## src/rtl/i2c_cmd_sequencer_pkg.sv

```systemverilog
// Shared types and constants for the I2C command sequencer: FSM state encoding,
// command layout and a saturating counter helper.
package i2c_cmd_sequencer_pkg;

    localparam int ADDR_W = 7;
    localparam int DATA_W = 16;
    localparam int CMD_W  = 1 + ADDR_W + DATA_W;

    typedef enum logic [2:0] {
        S_IDLE      = 3'd0,
        S_LAUNCH    = 3'd1,
        S_WAIT_ACT  = 3'd2,
        S_WAIT_IDLE = 3'd3,
        S_RESP      = 3'd4
    } seq_state_t;

    typedef struct packed {
        logic              rnw;
        logic [ADDR_W-1:0] addr;
        logic [DATA_W-1:0] wdata;
    } cmd_t;

    function automatic logic [15:0] sat_inc16(input logic [15:0] v);
        return (v == 16'hFFFF) ? v : v + 16'd1;
    endfunction

endpackage

```

## src/rtl/i2c_cmd_sequencer_fifo.sv

```systemverilog
// seq_cmd_fifo: DEPTH-entry register FIFO holding queued commands. A push is
// visible at the head no earlier than the following cycle (no fall-through).
module seq_cmd_fifo
    import i2c_cmd_sequencer_pkg::*;
#(
    parameter int DEPTH = 4,
    parameter int W     = CMD_W
) (
    input  logic                       clk,
    input  logic                       rst,
    input  logic                       push,
    input  logic [W-1:0]               wdata,
    input  logic                       pop,
    output logic [W-1:0]               rdata,
    output logic                       full,
    output logic                       empty,
    output logic [$clog2(DEPTH):0]     count
);
    localparam int PW = $clog2(DEPTH);
    localparam int CW = PW + 1;

    logic [W-1:0]  mem_r [DEPTH];
    logic [PW-1:0] wr_ptr_r;
    logic [PW-1:0] rd_ptr_r;
    logic [CW-1:0] count_r;
    logic          push_s;
    logic          pop_s;

    assign full   = (count_r == CW'(DEPTH));
    assign empty  = (count_r == {CW{1'b0}});
    assign count  = count_r;
    assign rdata  = mem_r[rd_ptr_r];
    assign push_s = push & ~full;
    assign pop_s  = pop & ~empty;

    // Storage, pointer and occupancy update; pointers wrap naturally at DEPTH.
    always_ff @(posedge clk or posedge rst) begin
        if (rst) begin
            for (int i = 0; i < DEPTH; i++) begin
                mem_r[i] <= {W{1'b0}};
            end
            wr_ptr_r <= {PW{1'b0}};
            rd_ptr_r <= {PW{1'b0}};
            count_r  <= {CW{1'b0}};
        end else begin
            if (push_s) begin
                mem_r[wr_ptr_r] <= wdata;
                wr_ptr_r        <= wr_ptr_r + PW'(1);
            end
            if (pop_s) begin
                rd_ptr_r <= rd_ptr_r + PW'(1);
            end
            case ({push_s, pop_s})
                2'b10:   count_r <= count_r + CW'(1);
                2'b01:   count_r <= count_r - CW'(1);
                default: count_r <= count_r;
            endcase
        end
    end

endmodule

```

## src/rtl/i2c_cmd_sequencer.sv

```systemverilog
// i2c_cmd_sequencer: queues commands, launches one I2C transaction at a time and
// returns a response per command. Optional macro I2C_SEQ_STATS_EN adds STAT_* counters.
module i2c_cmd_sequencer
    import i2c_cmd_sequencer_pkg::*;
#(
    parameter int DEPTH          = 4,
    parameter int IDLE_CYCLES    = 8,
    parameter int TIMEOUT_CYCLES = 4096
) (
    input  logic        clk,
    input  logic        rst,
    input  logic        CMD_VALID,
    output logic        CMD_READY,
    input  logic        CMD_RNW,
    input  logic [6:0]  CMD_ADDR,
    input  logic [15:0] CMD_WDATA,
    output logic        START_STB,
    output logic        RNW,
    output logic [6:0]  I2C_ADDR,
    output logic [15:0] WR_DATA,
    input  logic        SCL,
    input  logic [15:0] RD_DATA,
    output logic        RSP_VALID,
    input  logic        RSP_READY,
    output logic        RSP_RNW,
    output logic [15:0] RSP_RDATA,
    output logic        RSP_TIMEOUT,
    output logic        BUSY
`ifdef I2C_SEQ_STATS_EN
    ,
    output logic [15:0] STAT_DONE,
    output logic [15:0] STAT_TMO
`endif
);
    localparam int TW = $clog2(TIMEOUT_CYCLES);
    localparam int IW = $clog2(IDLE_CYCLES);
    localparam logic [TW-1:0] TMO_LAST  = TW'(TIMEOUT_CYCLES - 1);
    localparam logic [IW-1:0] IDLE_LAST = IW'(IDLE_CYCLES - 1);

    seq_state_t             state_r;
    logic [TW-1:0]          tmo_cnt_r;
    logic [IW-1:0]          idle_cnt_r;
    cmd_t                   head_s;
    logic                   fifo_full_s;
    logic                   fifo_empty_s;
    logic [$clog2(DEPTH):0] fifo_count_s;
    logic                   fifo_pop_s;
    logic                   tmo_hit_s;
    logic                   done_s;

    seq_cmd_fifo #(.DEPTH(DEPTH), .W(CMD_W)) u_fifo (
        .clk   (clk),
        .rst   (rst),
        .push  (CMD_VALID),
        .wdata ({CMD_RNW, CMD_ADDR, CMD_WDATA}),
        .pop   (fifo_pop_s),
        .rdata (head_s),
        .full  (fifo_full_s),
        .empty (fifo_empty_s),
        .count (fifo_count_s)
    );

    assign CMD_READY  = ~fifo_full_s;
    assign BUSY       = (state_r != S_IDLE) || (fifo_count_s != '0);
    assign fifo_pop_s = (state_r == S_IDLE) && !fifo_empty_s;
    assign tmo_hit_s  = (tmo_cnt_r == TMO_LAST);
    assign done_s     = SCL && (idle_cnt_r == IDLE_LAST);

    // Transaction FSM with registered launch and response outputs.
    always_ff @(posedge clk or posedge rst) begin
        if (rst) begin
            state_r     <= S_IDLE;
            tmo_cnt_r   <= {TW{1'b0}};
            idle_cnt_r  <= {IW{1'b0}};
            START_STB   <= 1'b0;
            RNW         <= 1'b0;
            I2C_ADDR    <= 7'h00;
            WR_DATA     <= 16'h0000;
            RSP_VALID   <= 1'b0;
            RSP_RNW     <= 1'b0;
            RSP_RDATA   <= 16'h0000;
            RSP_TIMEOUT <= 1'b0;
        end else begin
            START_STB <= 1'b0;
            case (state_r)
                S_IDLE: begin
                    if (!fifo_empty_s) begin
                        RNW       <= head_s.rnw;
                        I2C_ADDR  <= head_s.addr;
                        WR_DATA   <= head_s.wdata;
                        START_STB <= 1'b1;
                        state_r   <= S_LAUNCH;
                    end
                end
                S_LAUNCH: begin
                    tmo_cnt_r  <= {TW{1'b0}};
                    idle_cnt_r <= {IW{1'b0}};
                    state_r    <= S_WAIT_ACT;
                end
                S_WAIT_ACT, S_WAIT_IDLE: begin
                    tmo_cnt_r <= tmo_cnt_r + TW'(1);
                    // Timeout wins over a completion detected in the same cycle.
                    if (tmo_hit_s) begin
                        RSP_VALID   <= 1'b1;
                        RSP_RNW     <= RNW;
                        RSP_RDATA   <= 16'h0000;
                        RSP_TIMEOUT <= 1'b1;
                        state_r     <= S_RESP;
                    end else if (state_r == S_WAIT_ACT) begin
                        if (!SCL) begin
                            idle_cnt_r <= {IW{1'b0}};
                            state_r    <= S_WAIT_IDLE;
                        end
                    end else if (done_s) begin
                        RSP_VALID   <= 1'b1;
                        RSP_RNW     <= RNW;
                        RSP_RDATA   <= RNW ? RD_DATA : 16'h0000;
                        RSP_TIMEOUT <= 1'b0;
                        state_r     <= S_RESP;
                    end else if (SCL) begin
                        idle_cnt_r <= idle_cnt_r + IW'(1);
                    end else begin
                        idle_cnt_r <= {IW{1'b0}};
                    end
                end
                S_RESP: begin
                    if (RSP_READY) begin
                        RSP_VALID <= 1'b0;
                        state_r   <= S_IDLE;
                    end
                end
                default: begin
                    state_r <= S_IDLE;
                end
            endcase
        end
    end

`ifdef I2C_SEQ_STATS_EN
    // Saturating response statistics, bumped on each response handshake.
    always_ff @(posedge clk or posedge rst) begin
        if (rst) begin
            STAT_DONE <= 16'h0000;
            STAT_TMO  <= 16'h0000;
        end else if ((state_r == S_RESP) && RSP_READY) begin
            if (RSP_TIMEOUT) begin
                STAT_TMO <= sat_inc16(STAT_TMO);
            end else begin
                STAT_DONE <= sat_inc16(STAT_DONE);
            end
        end
    end
`endif

endmodule

```

## config.mk

```make
export PLATFORM = sky130hd
export DESIGN_NAME = i2c_cmd_sequencer
export DESIGN_NICKNAME = d
export VERILOG_FILES = /design/src/rtl/i2c_cmd_sequencer_pkg.sv /design/src/rtl/i2c_cmd_sequencer_fifo.sv /design/src/rtl/i2c_cmd_sequencer.sv
export SDC_FILE = /design/constraint.sdc
export NUM_CORES = 1
export LEC_CHECK = 0
export CORE_MARGIN = 2
export CORE_UTILIZATION = 50
export CTS_BUF_LIST = sky130_fd_sc_hd__clkbuf_4
export DETAILED_ROUTE_END_ITERATION = 10
export PLACE_DENSITY_LB_ADDON = 0.15
export SYNTH_ARGS = -nofsm -noshare
export SYNTH_HDL_FRONTEND = slang
export SYNTH_HIERARCHICAL = 1
export SYNTH_SLANG_ARGS = --single-unit
```

## constraint.sdc

```tcl
create_clock -name clk -period 5.1 [get_ports clk]
set_clock_uncertainty 0.2 [all_clocks]
set_input_delay 1.02 -clock clk [delete_from_list [all_inputs] [get_ports clk]]
set_output_delay 1.02 -clock clk [all_outputs]
set_load 0.02 [all_outputs]
```

* Word-level counts from Yosys, hierarchy flattened *
Cells that the tools add are included.

storage, ports and cells
  register bits = 165
  output and inout bits = 46

cells by class
  multiplexer cells = 38
  reduce and logical (&&, ||, !) cells = 19
  equality and inequality tests = 19
  magnitude comparators = 3
  add/subtract/negate cells = 6
  bitwise gates (word level) = 6

operator list
  cell                   number
  $bwmux 96              1
  $mux 24                3
  $mux 16                4
  $bmux 24 s2            1
  $demux 24 s2           1
  $mux 3                 11
  $pmux 12 s2            1
  $add 12x1->12 const B  1
  $eq 12x12->1 const B   1
  $mux 1                 12
  $ne 3x3->1 const B     4
  $pmux 3 s2             2
  $pmux 3 s4             1
  $reduce_and 4->1       3
  $eq 3x3->1 const B     3
  $ne 2x2->1 const B     4
  $ne 4x4->1 const B     2
  $reduce_bool 2->1      4
  $add 3x1->3 const B    2
  $eq 3x2->1 const B     2
  $ge 3x3->1 const B     2
  $logic_not 3->1        2
  $not 2->3              2
  $reduce_bool 3->1      2
  other kinds (15)       20

* Depth between registers and ports, before layout *
  depth in word-level cells = 6
  mapped depth = 10

* Hierarchy *
Netlist, hierarchy kept.

by module, submodules not included
  module             sequential area each (µm²)  times used  cells an instance  area each (µm²)
  seq_cmd_fifo       2,577.5                     1           271                4,581.9
  i2c_cmd_sequencer  1,551.5                     1           207                2,616.3

* Worst setup path before layout *
OpenSTA, ideal clock, no wires.

  path type = register to register
  start point = reg state_r[2]
  end point = reg u_fifo.count_r[2] (netlist: u_fifo/count[2])
  arrival = 2,556 ps
  path buffers = 2
  library setup time = 79 ps
  required time = 4,821 ps
  setup slack = 2,265 ps
  stages on the path, launching flop included = 11
  cells stage by stage = dfrtp_1 clkbuf_1 nor4_2 buf_2 o31a_1 ha_1 inv_1 fa_1 xor2_1 nor2_1 xor2_1

between the ends
  longest elaborated chain between the ends = 5
  elaborated cells on any way between the ends = 7
  classes of those cells = eq/ne (2); mux (1); bitwise (1); reduce/logical (3)

RTL lines
  element                                          line                          source
  start, declared                                  i2c_cmd_sequencer.sv:40       seq_state_t state_r;
  start signal, assigned                           i2c_cmd_sequencer.sv:72       state_r <= S_IDLE;
  start signal, assigned                           i2c_cmd_sequencer.sv:92       state_r <= S_LAUNCH;
  start signal, assigned                           i2c_cmd_sequencer.sv:98       state_r <= S_WAIT_ACT;
  $logic_not 3->1 (*)                              i2c_cmd_sequencer.sv:65       assign fifo_pop_s = (state_r == S_IDLE) && !fifo_empty_s;
  $logic_and 1x1->1 (*)                            i2c_cmd_sequencer.sv:65
  via fifo_pop_s                                   i2c_cmd_sequencer.sv:47       logic fifo_pop_s;
  $and 1x1->1 (*)                                  i2c_cmd_sequencer_fifo.sv:34  assign pop_s = pop & ~empty;
  via u_fifo.pop_s                                 i2c_cmd_sequencer_fifo.sv:27  logic pop_s;
  $eq 2x1->1 or $eq 2x2->1 (tied branches)         i2c_cmd_sequencer_fifo.sv:53  case ({push_s, pop_s})
  $pmux 3 s2 or $reduce_bool 2->1 (tied branches)  -
  end signal, assigned                             i2c_cmd_sequencer_fifo.sv:54  2'b10: count_r <= count_r + CW'(1);
  end signal, assigned                             i2c_cmd_sequencer_fifo.sv:55  2'b01: count_r <= count_r - CW'(1);
  end signal, assigned                             i2c_cmd_sequencer_fifo.sv:56  default: count_r <= count_r;
  end, declared                                    i2c_cmd_sequencer_fifo.sv:25  logic [CW-1:0] count_r;

The timed path passes the listed nets; every way through them passes the cells marked *.
A chain may end at the register's enable or synchronous reset.

* Final worst setup path *
  start point = reg u_fifo.count_r[0] (netlist: u_fifo/count[0])
  end point = out CMD_READY

between the ends
  longest elaborated chain between the ends = 2

RTL lines
  element                 line                          source
  start signal, assigned  i2c_cmd_sequencer_fifo.sv:44  count_r <= {CW{1'b0}};
  start signal, assigned  i2c_cmd_sequencer_fifo.sv:54
  start signal, assigned  i2c_cmd_sequencer_fifo.sv:55
  $eq 3x3->1              i2c_cmd_sequencer_fifo.sv:29  assign full = (count_r == CW'(DEPTH));
  via fifo_full_s         i2c_cmd_sequencer.sv:44       logic fifo_full_s;
  $not 1->1               i2c_cmd_sequencer.sv:63       assign CMD_READY = ~fifo_full_s;
  end, declared           i2c_cmd_sequencer.sv:13       output logic CMD_READY,

The timed path passes the listed nets, and every way through them passes these cells.

==> reports/metrics.cfg <==
[timing]
slew_headroom_pct = 27.1
rsz0062_at_grt = false
fmax_mhz = 290
hold_viol = 0
fin_ws_ns = 1.65
setup_tns_ns = 0
tightest_slew_ns = 1.09
slew_viol_final = 0
period_needed_ns = 3.45
setup_viol = 0
period_share_pct = 67.7

[synth]
netlist_area_sq_mm = 0.00720
yosysWarnings = 6
synth_nets = 532
syn_inst = 478
yosysTopAreaCell = dfrtp_1
synth-seq-cells = 165
ys_seq_area_share_pct = 57.4
synth.distinct_cells = 41
synthFlopType = dfrtp_1
synth.top_cells.by_count = dfrtp_1 (165), mux2_2 (125), mux4_2 (24)
synth_edf_count = 0
synth-async-reset-ratio_pct = 100
synth_area_per_cell_sq_um = 15.1
yosys-top-cells-area = dfrtp_1 (57%), mux2_2 (20%), mux4_2 (7.5%)
synth.most_common_cell = dfrtp_1
synth_top_area_share_pct = 57.4

[cts]
cts_sinks = 165
clockBufferDepth = 2
clkTransAtPathRegs_ns = 0.12
cts_tree = built
h-tree-depth = 4
clk_latency_ns = 0.54
cts_setup_buffers = 0
cts-buffers-inserted = 17
ctsResizeCount = 0
cts-root-buf = clkbuf_4
hold_buffers = 0

[critical_path]
worstSetupPathType = flip-flop to output pin
worstPathRequired_ns = 3.88
cp-start-kind = flip-flop
r2r_cells = 9
path_buf_inv = 2
critPathSlowestCell = clkdlybuf4s50_1
crit_fanout = 6
crit_family = buffers and inverters
cp_slowest_stage_delay_ns = 0.56
cp.depth = 3
end_kind = output pin
cp.arrival_ns = 2.23
cp_cell_sequence = nor3b_4, inv_1, clkdlybuf4s50_1

[die]
initial_core_util_pct = 51.5
rows = 43
die_y_um = 124
die-area_sq_mm = 0.0154
core_area_sq_mm = 0.0140
ios = 91
die_w_um = 124

[finish]
drive_above_1_share_pct = 34.1
layout.cells.non_filler = 761
antenna_cells = 0
syn_to_final_growth_pct = 18.1
finalNetCount = 622
fillers = 1093
fin_area_sq_mm = 0.00850

[placement]
pre_cts_ws_ns = 1.83
portBuffers = 90
hpwl_mm = 8.61
dp.cells = 729
gp_congestion = 0.753
postPlaceCellArea_sq_mm = 0.00822

[route]
num_vias = 4198
routedWlPerCell_um = 17.7
dr.pass1.iters = 4
wl_mm = 13.5
drc = 0
drt_iter0_drc = 170
drt.antenna.violating_nets = 0
viasPerCell = 5.52

[global_route]
grt_start_max_net_pins = 90
grt_use_total_pct = 19.0
antenna_found_initial = 0
grt_pass1_wl_mm = 22.0
grt_overflow_total = 0
grt_pass1_vias = 4359

[pwr]
power.leakage_nw = 3.59
pwr_density_cell_mw_per_mm2 = 534
ir_drop_v = 0.000290

[worst_hold_path]
whs_path_depth = 1
worstHoldPathType = flip-flop to flip-flop

[outcome]
status = finished clean

[flow_run]
cap_viol_max_count = 0

## worst paths after layout
check / startpoint / to / slack [ns]
setup / recovery: u_fifo/count[0]$_DFFE_PP0P_ / CMD_READY / 1.65
hold reg to reg: u_fifo/mem_r[86]$_DFFE_PP0P_ / u_fifo/mem_r[86]$_DFFE_PP0P_ / 0.32
hold / removal: u_fifo/mem_r[86]$_DFFE_PP0P_ / u_fifo/mem_r[86]$_DFFE_PP0P_ / 0.32
setup reg to reg: state_r[2]$_DFFE_PP0P_ / u_fifo/count[2]$_DFFE_PP0P_ / 2.27
max in group asynchronous: rst / u_fifo/mem_r[86]$_DFFE_PP0P_ / 2.94
min in group asynchronous: rst / u_fifo/mem_r[73]$_DFFE_PP0P_ / 0.88
## cells by family after synthesis
logic type	after synthesis	synth area share (%)
flops	165	57.4
mux	150	27.2
simple gates	64	5.04
compound gates	46	4.73
buf+inv	35	2.90
xor+xnor	9	1.10
fa+ha+maj	9	1.67
## report_power, final
part           leakage, nW  internal [W]  total [W]  switching, W
sequential            2.04       0.00183    0.00219      0.000365
clock                0.138      0.000299   0.000749      0.000450
combinational         1.41      0.000990    0.00160      0.000608
## registers in the layout, indices dropped and copies added, names as in the netlist
| register | cells |
|---|---|
| tmo_cnt_r | 12 |
| RSP_VALID | 1 |
| u_fifo/count | 3 |
| idle_cnt_r | 3 |
| u_fifo/wr_ptr_r | 2 |
| RSP_RDATA | 16 |
| state_r | 3 |
| WR_DATA | 16 |
| u_fifo/mem_r | 96 |
| RNW | 1 |
| RSP_RNW | 1 |
| I2C_ADDR | 7 |
| START_STB | 1 |
| RSP_TIMEOUT | 1 |
| u_fifo/rd_ptr_r | 2 |
## routing by layer
| layer | up-vias | GRT usage [%] | share of wire, % |
|---|---|---|---|
| met4 | 0 | 6.81 | 1.3 |
| met2 | 83 | 32.3 | 50 |
| met3 | 15 | 4.35 | 4.6 |
| met1 | 2176 | 24.1 | 44 |
| met5 | - | 0 | 0 |
| li1 | 1924 | - | - |
## layout by cell type (no fill, tap or decap), types with 2 or more instances in the layout
master / netlist / layout
a22o_1: 20 / 20
nor4_4: 1 / 2
mux2_2: 125 / 125
nor3_1: 9 / 9
ha_1: 8 / 8
nor2_4: 0 / 4
xnor2_1: 5 / 5
mux4_2: 24 / 24
o21ai_0: 14 / 14
dfrtp_1: 165 / 164
clkbuf_4: 0 / 19
a31oi_1: 2 / 2
xor2_1: 4 / 4
clkinvlp_4: 0 / 5
and3_1: 2 / 2
a21o_1: 2 / 2
inv_1: 12 / 10
clkdlybuf4s50_1: 0 / 90
nand3_1: 6 / 6
bufinv_16: 0 / 2
nand2b_1: 3 / 3
nand2_1: 18 / 18
nor2_1: 12 / 12
a21oi_1: 2 / 2
clkinv_2: 0 / 3
buf_4: 0 / 4
## area by class of cell
class	instances	area, sq um	share of cell area, %
Sequential cell	165	4130	48.6
Multi-Input combinational cell	278	2890	34.0
Timing Repair Buffer	94	931	11.0
Tap cell	180	225	2.65
Clock buffer	19	143	1.68
Clock inverter	13	134	1.58
Inverter	12	47.5	0.559
## metrics by stage
| step | total power (W) | hold WS (ns) | utilization (%) |
|---|---|---|---|
| 2_1_floorplan | 0.00338 | 0.275 | - |
| 3_3_place_gp | 0.00377 | 0.284 | 58.8 |
| 3_5_place_dp | 0.00386 | 0.290 | 58.8 |
| 4_1_cts | 0.00461 | 0.319 | 60.8 |
| 5_1_grt | 0.00484 | 0.332 | 60.8 |
| 6_report | 0.00454 | 0.316 | 60.8 |
Note: power is estimated with default switching activity, not from simulation.
